**src/rtl/pipelined_adder.sv**
```systemverilog
// Pipelined ripple-carry adder/subtractor: WIDTH bits split into STAGES carry
// segments, one segment resolved per cycle, with a global valid/ready stall.
module pipelined_adder #(
  parameter int WIDTH  = 32,
  parameter int STAGES = 4
) (
  input  logic             clk_i,
  input  logic             rst_n_i,
  input  logic             valid_i,
  output logic             ready_o,
  input  logic [WIDTH-1:0] a_i,
  input  logic [WIDTH-1:0] b_i,
  input  logic             cin_i,
  input  logic             sub_i,
  output logic             valid_o,
  input  logic             ready_i,
  output logic [WIDTH-1:0] sum_o,
  output logic             cout_o,
  output logic             ovf_o
);

  localparam int SEG = WIDTH / STAGES;

  logic             advance;

  // Per-stage registers: skewed operands, partial sum, carry, valid.
  logic [WIDTH-1:0] a_q [STAGES];
  logic [WIDTH-1:0] b_q [STAGES];
  logic [WIDTH-1:0] s_q [STAGES];
  logic             c_q [STAGES];
  logic             v_q [STAGES];
  logic             ovf_q;

  logic [WIDTH-1:0] a_in   [STAGES];
  logic [WIDTH-1:0] b_in   [STAGES];
  logic [WIDTH-1:0] s_in   [STAGES];
  logic             c_in   [STAGES];
  logic             v_in   [STAGES];
  logic [SEG:0]     seg_sum [STAGES];
  logic [WIDTH-1:0] s_next [STAGES];
  logic             ovf_next;

  assign advance = !v_q[STAGES-1] || ready_i;
  assign ready_o = advance;

  for (genvar k = 0; k < STAGES; k++) begin : g_stage
    if (k == 0) begin : g_first
      // b is inverted and the carry-in flipped so subtraction reuses the adder.
      assign a_in[k] = a_i;
      assign b_in[k] = sub_i ? ~b_i : b_i;
      assign c_in[k] = cin_i ^ sub_i;
      assign s_in[k] = '0;
      assign v_in[k] = valid_i && advance;
    end else begin : g_next
      assign a_in[k] = a_q[k-1];
      assign b_in[k] = b_q[k-1];
      assign c_in[k] = c_q[k-1];
      assign s_in[k] = s_q[k-1];
      assign v_in[k] = v_q[k-1];
    end

    assign seg_sum[k] = {1'b0, a_in[k][k*SEG +: SEG]}
                      + {1'b0, b_in[k][k*SEG +: SEG]}
                      + {{SEG{1'b0}}, c_in[k]};

    // Insert this stage's segment into the sum word, keeping lower segments.
    assign s_next[k] = (s_in[k] & ~(WIDTH'({SEG{1'b1}}) << (k*SEG)))
                     | (WIDTH'(seg_sum[k][SEG-1:0]) << (k*SEG));
  end

  assign ovf_next = (a_in[STAGES-1][WIDTH-1] == b_in[STAGES-1][WIDTH-1])
                 && (seg_sum[STAGES-1][SEG-1] != a_in[STAGES-1][WIDTH-1]);

  // Pipeline registers: all stages shift together on advance, else hold.
  always_ff @(posedge clk_i or negedge rst_n_i) begin
    if (!rst_n_i) begin
      for (int k = 0; k < STAGES; k++) begin
        a_q[k] <= '0;
        b_q[k] <= '0;
        s_q[k] <= '0;
        c_q[k] <= 1'b0;
        v_q[k] <= 1'b0;
      end
      ovf_q <= 1'b0;
    end else if (advance) begin
      for (int k = 0; k < STAGES; k++) begin
        a_q[k] <= a_in[k];
        b_q[k] <= b_in[k];
        s_q[k] <= s_next[k];
        c_q[k] <= seg_sum[k][SEG];
        v_q[k] <= v_in[k];
      end
      ovf_q <= ovf_next;
    end
  end

  assign valid_o = v_q[STAGES-1];
  assign sum_o   = s_q[STAGES-1];
  assign cout_o  = c_q[STAGES-1];
  assign ovf_o   = ovf_q;

endmodule

```
**config.mk**
```make
export PLATFORM = sky130hd
export DESIGN_NAME = pipelined_adder
export DESIGN_NICKNAME = d
export VERILOG_FILES = /design/src/rtl/pipelined_adder.sv
export SDC_FILE = /design/constraint.sdc
export NUM_CORES = 1
export LEC_CHECK = 0
export ABC_AREA = 1
export CAP_MARGIN = 40
export CORE_MARGIN = 3
export CORE_UTILIZATION = 50
export DETAILED_ROUTE_END_ITERATION = 12
export PLACE_DENSITY = 0.76
export SLEW_MARGIN = 5
export SYNTH_ARGS = -nofsm -noshare
export SYNTH_HDL_FRONTEND = slang
export SYNTH_SLANG_ARGS = --single-unit
```
**constraint.sdc**
```tcl
create_clock -name clk_i -period 1.8 [get_ports clk_i]
set_input_delay 0.45 -clock clk_i [delete_from_list [all_inputs] [get_ports clk_i]]
set_output_delay 0.45 -clock clk_i [all_outputs]
set_load 0.005 [all_outputs]
```
==> flow_metrics.env <==
export IMPL_avgSynthCellArea_um2=8.58
export IMPL_reg2reg_to="sum_o[28]$_DFFE_PN0N_"
export IMPL_internal_power_w=0.0115
export IMPL_finalNetCount=1220
export IMPL_synthXorXnorAreaFrac_pct=3.86
export IMPL_swShare_pct=36.6
export IMPL_slowest_delay_ns=0.54
export IMPL_synth_area_mm2=0.00861
export IMPL_required_ns=1.35
export IMPL_diodes=0
export IMPL_ff_latch_area_mm2=0.00463
export IMPL_start_util_pct=51.6
export IMPL_synthAdderAreaFrac_pct=5.93
export IMPL_die_h_um=137
export IMPL_timing_rr_start="a_in[24]$_DFFE_PN0N_"
export IMPL_synth_nets=1110
export IMPL_clk_path_buf_depth=2
export IMPL_cts_root_buf="clkbuf_16"
export IMPL_grt_max_degree=108
export IMPL_grt_total_usage_pct=19.8
export IMPL_fin_cells=1347
export IMPL_power_density_mw_per_mm2=1690
export IMPL_crit_family="buffers and inverters"
export IMPL_min_path_type="register to register"
export IMPL_cp_num_buf_inv=1
export IMPL_drt_wl_total_um=17800
export IMPL_vias_per_cell=4.88
export IMPL_min_from="s_in[16]$_DFFE_PN0N_"
export IMPL_core_area_mm2=0.0167
export IMPL_h_tree_depth=4
export IMPL_yosys_cell_types_count=21
export IMPL_grt_overflow=0
export IMPL_min_path_cells=2
export IMPL_finalHoldViolCount=0
export IMPL_yosysTopAreaCellShare_pct=53.8
export IMPL_grt_pass1_wl_um=29700
export IMPL_clkTransAtPathRegs_ns=0.07
export IMPL_fin_crit_sh_pct=98.2
export IMPL_drtAntennaViolNets=0
export IMPL_clock_sinks=185
export IMPL_synth_seq_cells=185
export IMPL_dr_pass1_iters=5
export IMPL_slew_headroom_pct=70.0
export IMPL_worstMarginPinSlew_ns=0.450
export IMPL_fin_skew_ns=0.0101
export IMPL_maxSlewViolCount=0
export IMPL_crit_slowest_cell="clkdlybuf4s50_1"
export IMPL_grt_pass1_vias=6328
export IMPL_power_share_combinational_pct=38.2
export IMPL_synth_compound_area_share_pct=6.22
export IMPL_pwr_share_clk_pct=22.8
export IMPL_ir_worst_vdd_uv=957
export IMPL_drt_iter0_drc=418
export IMPL_post_route_min_period_ns=1.77
export IMPL_clkLatencyLatePin_ns=0.44
export IMPL_fp_dieW_um=137
export IMPL_dpl_cell_count=1310
export IMPL_netlist_instances=1004
export IMPL_p_leak_nw=5.52
export IMPL_status="finished clean"
export IMPL_multi_input_area_mm2=0.00349
export IMPL_fp_dieArea_mm2=0.0188
export IMPL_synth_flop_cell="dfrtp_1"
export IMPL_p_seq_share_pct=39.0
export IMPL_synth_simple_gate_area_share_pct=23.6
export IMPL_start_kind="register"
export IMPL_criticalPathCategory="register to output pin"
export IMPL_final_area_mm2=0.0107
export IMPL_muxShareOfSynthArea_pct=0
export IMPL_dp_final_hpwl_um=11900
export IMPL_yosys_warnings=0
export IMPL_port_buffer_count=105
export IMPL_detail_route_wl_per_cell_um=13.3
export IMPL_place_gp_congestion=0.836
export IMPL_routed_via_count=6574
export IMPL_synth_commonest_cells="456 x nand2_1, 185 x dfrtp_1, 76 x o21ai_0"
export IMPL_worst_r2r_cell_count=6
export IMPL_synthArstFlopShare_pct=100
export IMPL_drc=0
export IMPL_critPathMaxFanout=2
export IMPL_final_util_pct=64.1
export IMPL_synth_top_family_by_area="simple AND/OR/NAND/NOR gates"
export IMPL_synth_seq_area_share_pct=53.8
export IMPL_cts_buffers=17
export IMPL_yosysTopAreaCell="dfrtp_1"
export IMPL_antenna_found_initial=0
export IMPL_synth_area_leaders="dfrtp_1 54%, nand2_1 20%, o21ai_0 4.4%"
export IMPL_max_freq_mhz=566
export IMPL_p_sw_w=0.00662
export IMPL_postPlaceCellArea_mm2=0.00997
export IMPL_synth_edf_count=0
export IMPL_maxCapViolCount=0
export IMPL_io_pins=106
export IMPL_rows=47
export IMPL_hold_path_end="sum_o[16]$_DFFE_PN0N_"
export IMPL_ff2ff_setup_slack_ns=0.07
export IMPL_cts_tree="yes"
export IMPL_arrival_ns=1.32
export IMPL_post_synth_top_count_cell="nand2_1"
export IMPL_finalSetupViolCount=0
export IMPL_worstSetupEndpointType="output pin"
export IMPL_drive_above_1_share_pct=7.72
export IMPL_area_delta_synth_final_pct=24.4
export IMPL_worstPathCellList="clkdlybuf4s50_1"
export IMPL_fill_cells=1393
export IMPL_rsz0062_at_grt="yes"
## metal layers
| layer | vias to the layer above | track usage [%] | routed length [µm] |
|---|---|---|---|
| li1 | 3352 | - | - |
| met1 | 3087 | 27.1 | 8440 |
| met2 | 114 | 32.1 | 8310 |
| met3 | 21 | 3.69 | 810 |
| met4 | 0 | 6.76 | 284 |
| met5 | - | 0 | 0 |
## worst max-delay path by stage
| stage | from | to | slack, ns | cells past startpoint |
|---|---|---|---|---|
| floorplan | sub_i | s_in[70]$_DFFE_PN0N_ | -0.18 | 12 |
| global placement | cin_i | s_in[70]$_DFFE_PN0N_ | -0.53 | 11 |
| detailed placement | b_i[0] | c_in[2]$_DFFE_PN0N_ | -0.57 | 10 |
| CTS | sum_o[21]$_DFFE_PN0N_ | sum_o[21] | 0.002 | 1 |
| global route | a_in[72]$_DFFE_PN0N_ | s_in[46]$_DFFE_PN0N_ | -0.03 | 7 |
| finish | sum_o[17]$_DFFE_PN0N_ | sum_o[17] | 0.03 | 1 |
## power groups by stage
| stage | clock, W | combinational (W) | sequential [W] |
|---|---|---|---|
| floorplan | 0 | 0.00466 | 0.00688 |
| detailed placement | 0 | 0.00679 | 0.00711 |
| finish | 0.00411 | 0.00691 | 0.00706 |
| CTS | 0.00419 | 0.00688 | 0.00707 |
| global placement | 0 | 0.00659 | 0.00705 |
| global route | 0.00434 | 0.00804 | 0.00727 |
## kinds of logic (layout without fill, tap and decap cells)
| kind of cell | after synthesis | in the layout |
|---|---|---|
| AO/OA/AOI/OAI | 105 | 105 |
| XOR/XNOR | 38 | 38 |
| adder cells (fa/ha/maj) | 36 | 36 |
| buffers and inverters | 120 | 243 |
| flip-flops | 185 | 185 |
| AND/OR/NAND/NOR | 520 | 520 |
## sequential cells by signal, indices dropped and copies added, names as in the netlist
register	cells
v_in	3
b_in	48
s_in	48
c_in	3
sum_o	32
a_in	48
valid_o	1
cout_o	1
ovf_o	1
## stage by stage
step | setup slack (ns) | hold slack, ns | setup TNS, ns | power, W
after CTS | 0.00247 | 0.465 | 0 | 0.0181
final | 0.0323 | 0.466 | 0 | 0.0181
after floorplan | -0.175 | 0.154 | -0.730 | 0.0115
after detailed placement | -0.566 | 0.443 | -11.44 | 0.0139
after global routing | -0.0275 | 0.483 | -0.0436 | 0.0196
after global placement | -0.526 | 0.441 | -10.16 | 0.0136
## layout by cell type (no fill, tap or decap), types with 6 or more instances in the layout
master / instances
a21oi_1: 18
buf_12: 7
buf_4: 22
clkbuf_16: 17
clkdlybuf4s50_1: 86
dfrtp_1: 185
dlygate4sd2_1: 6
dlymetal6s2s_1: 10
fa_2: 8
ha_1: 28
inv_1: 74
inv_6: 7
nand2_1: 455
nand3_1: 36
nand4_1: 6
nor2_1: 14
o21ai_0: 70
o21ai_1: 12
xnor2_1: 26
xor2_1: 8
## layout make-up
cell class	instances	area share [%]
Clock buffer	18	4.10
Clock inverter	14	1.95
Inverter	76	2.69
Multi-Input combinational cell	699	32.6
Sequential cell	185	43.2
Tap cell	220	2.57
Timing Repair Buffer	135	12.9
## repair_timing
action / CTS / global route
hold buffers: 1 / 0
pin swaps: 5 / 4
endpoints found under the setup margin: 16 / 19
resized for setup: 13 / 19
hold endpoints to repair: 44 / 0
setup buffers: 2 / 2
(Power assumes the default switching activity.)
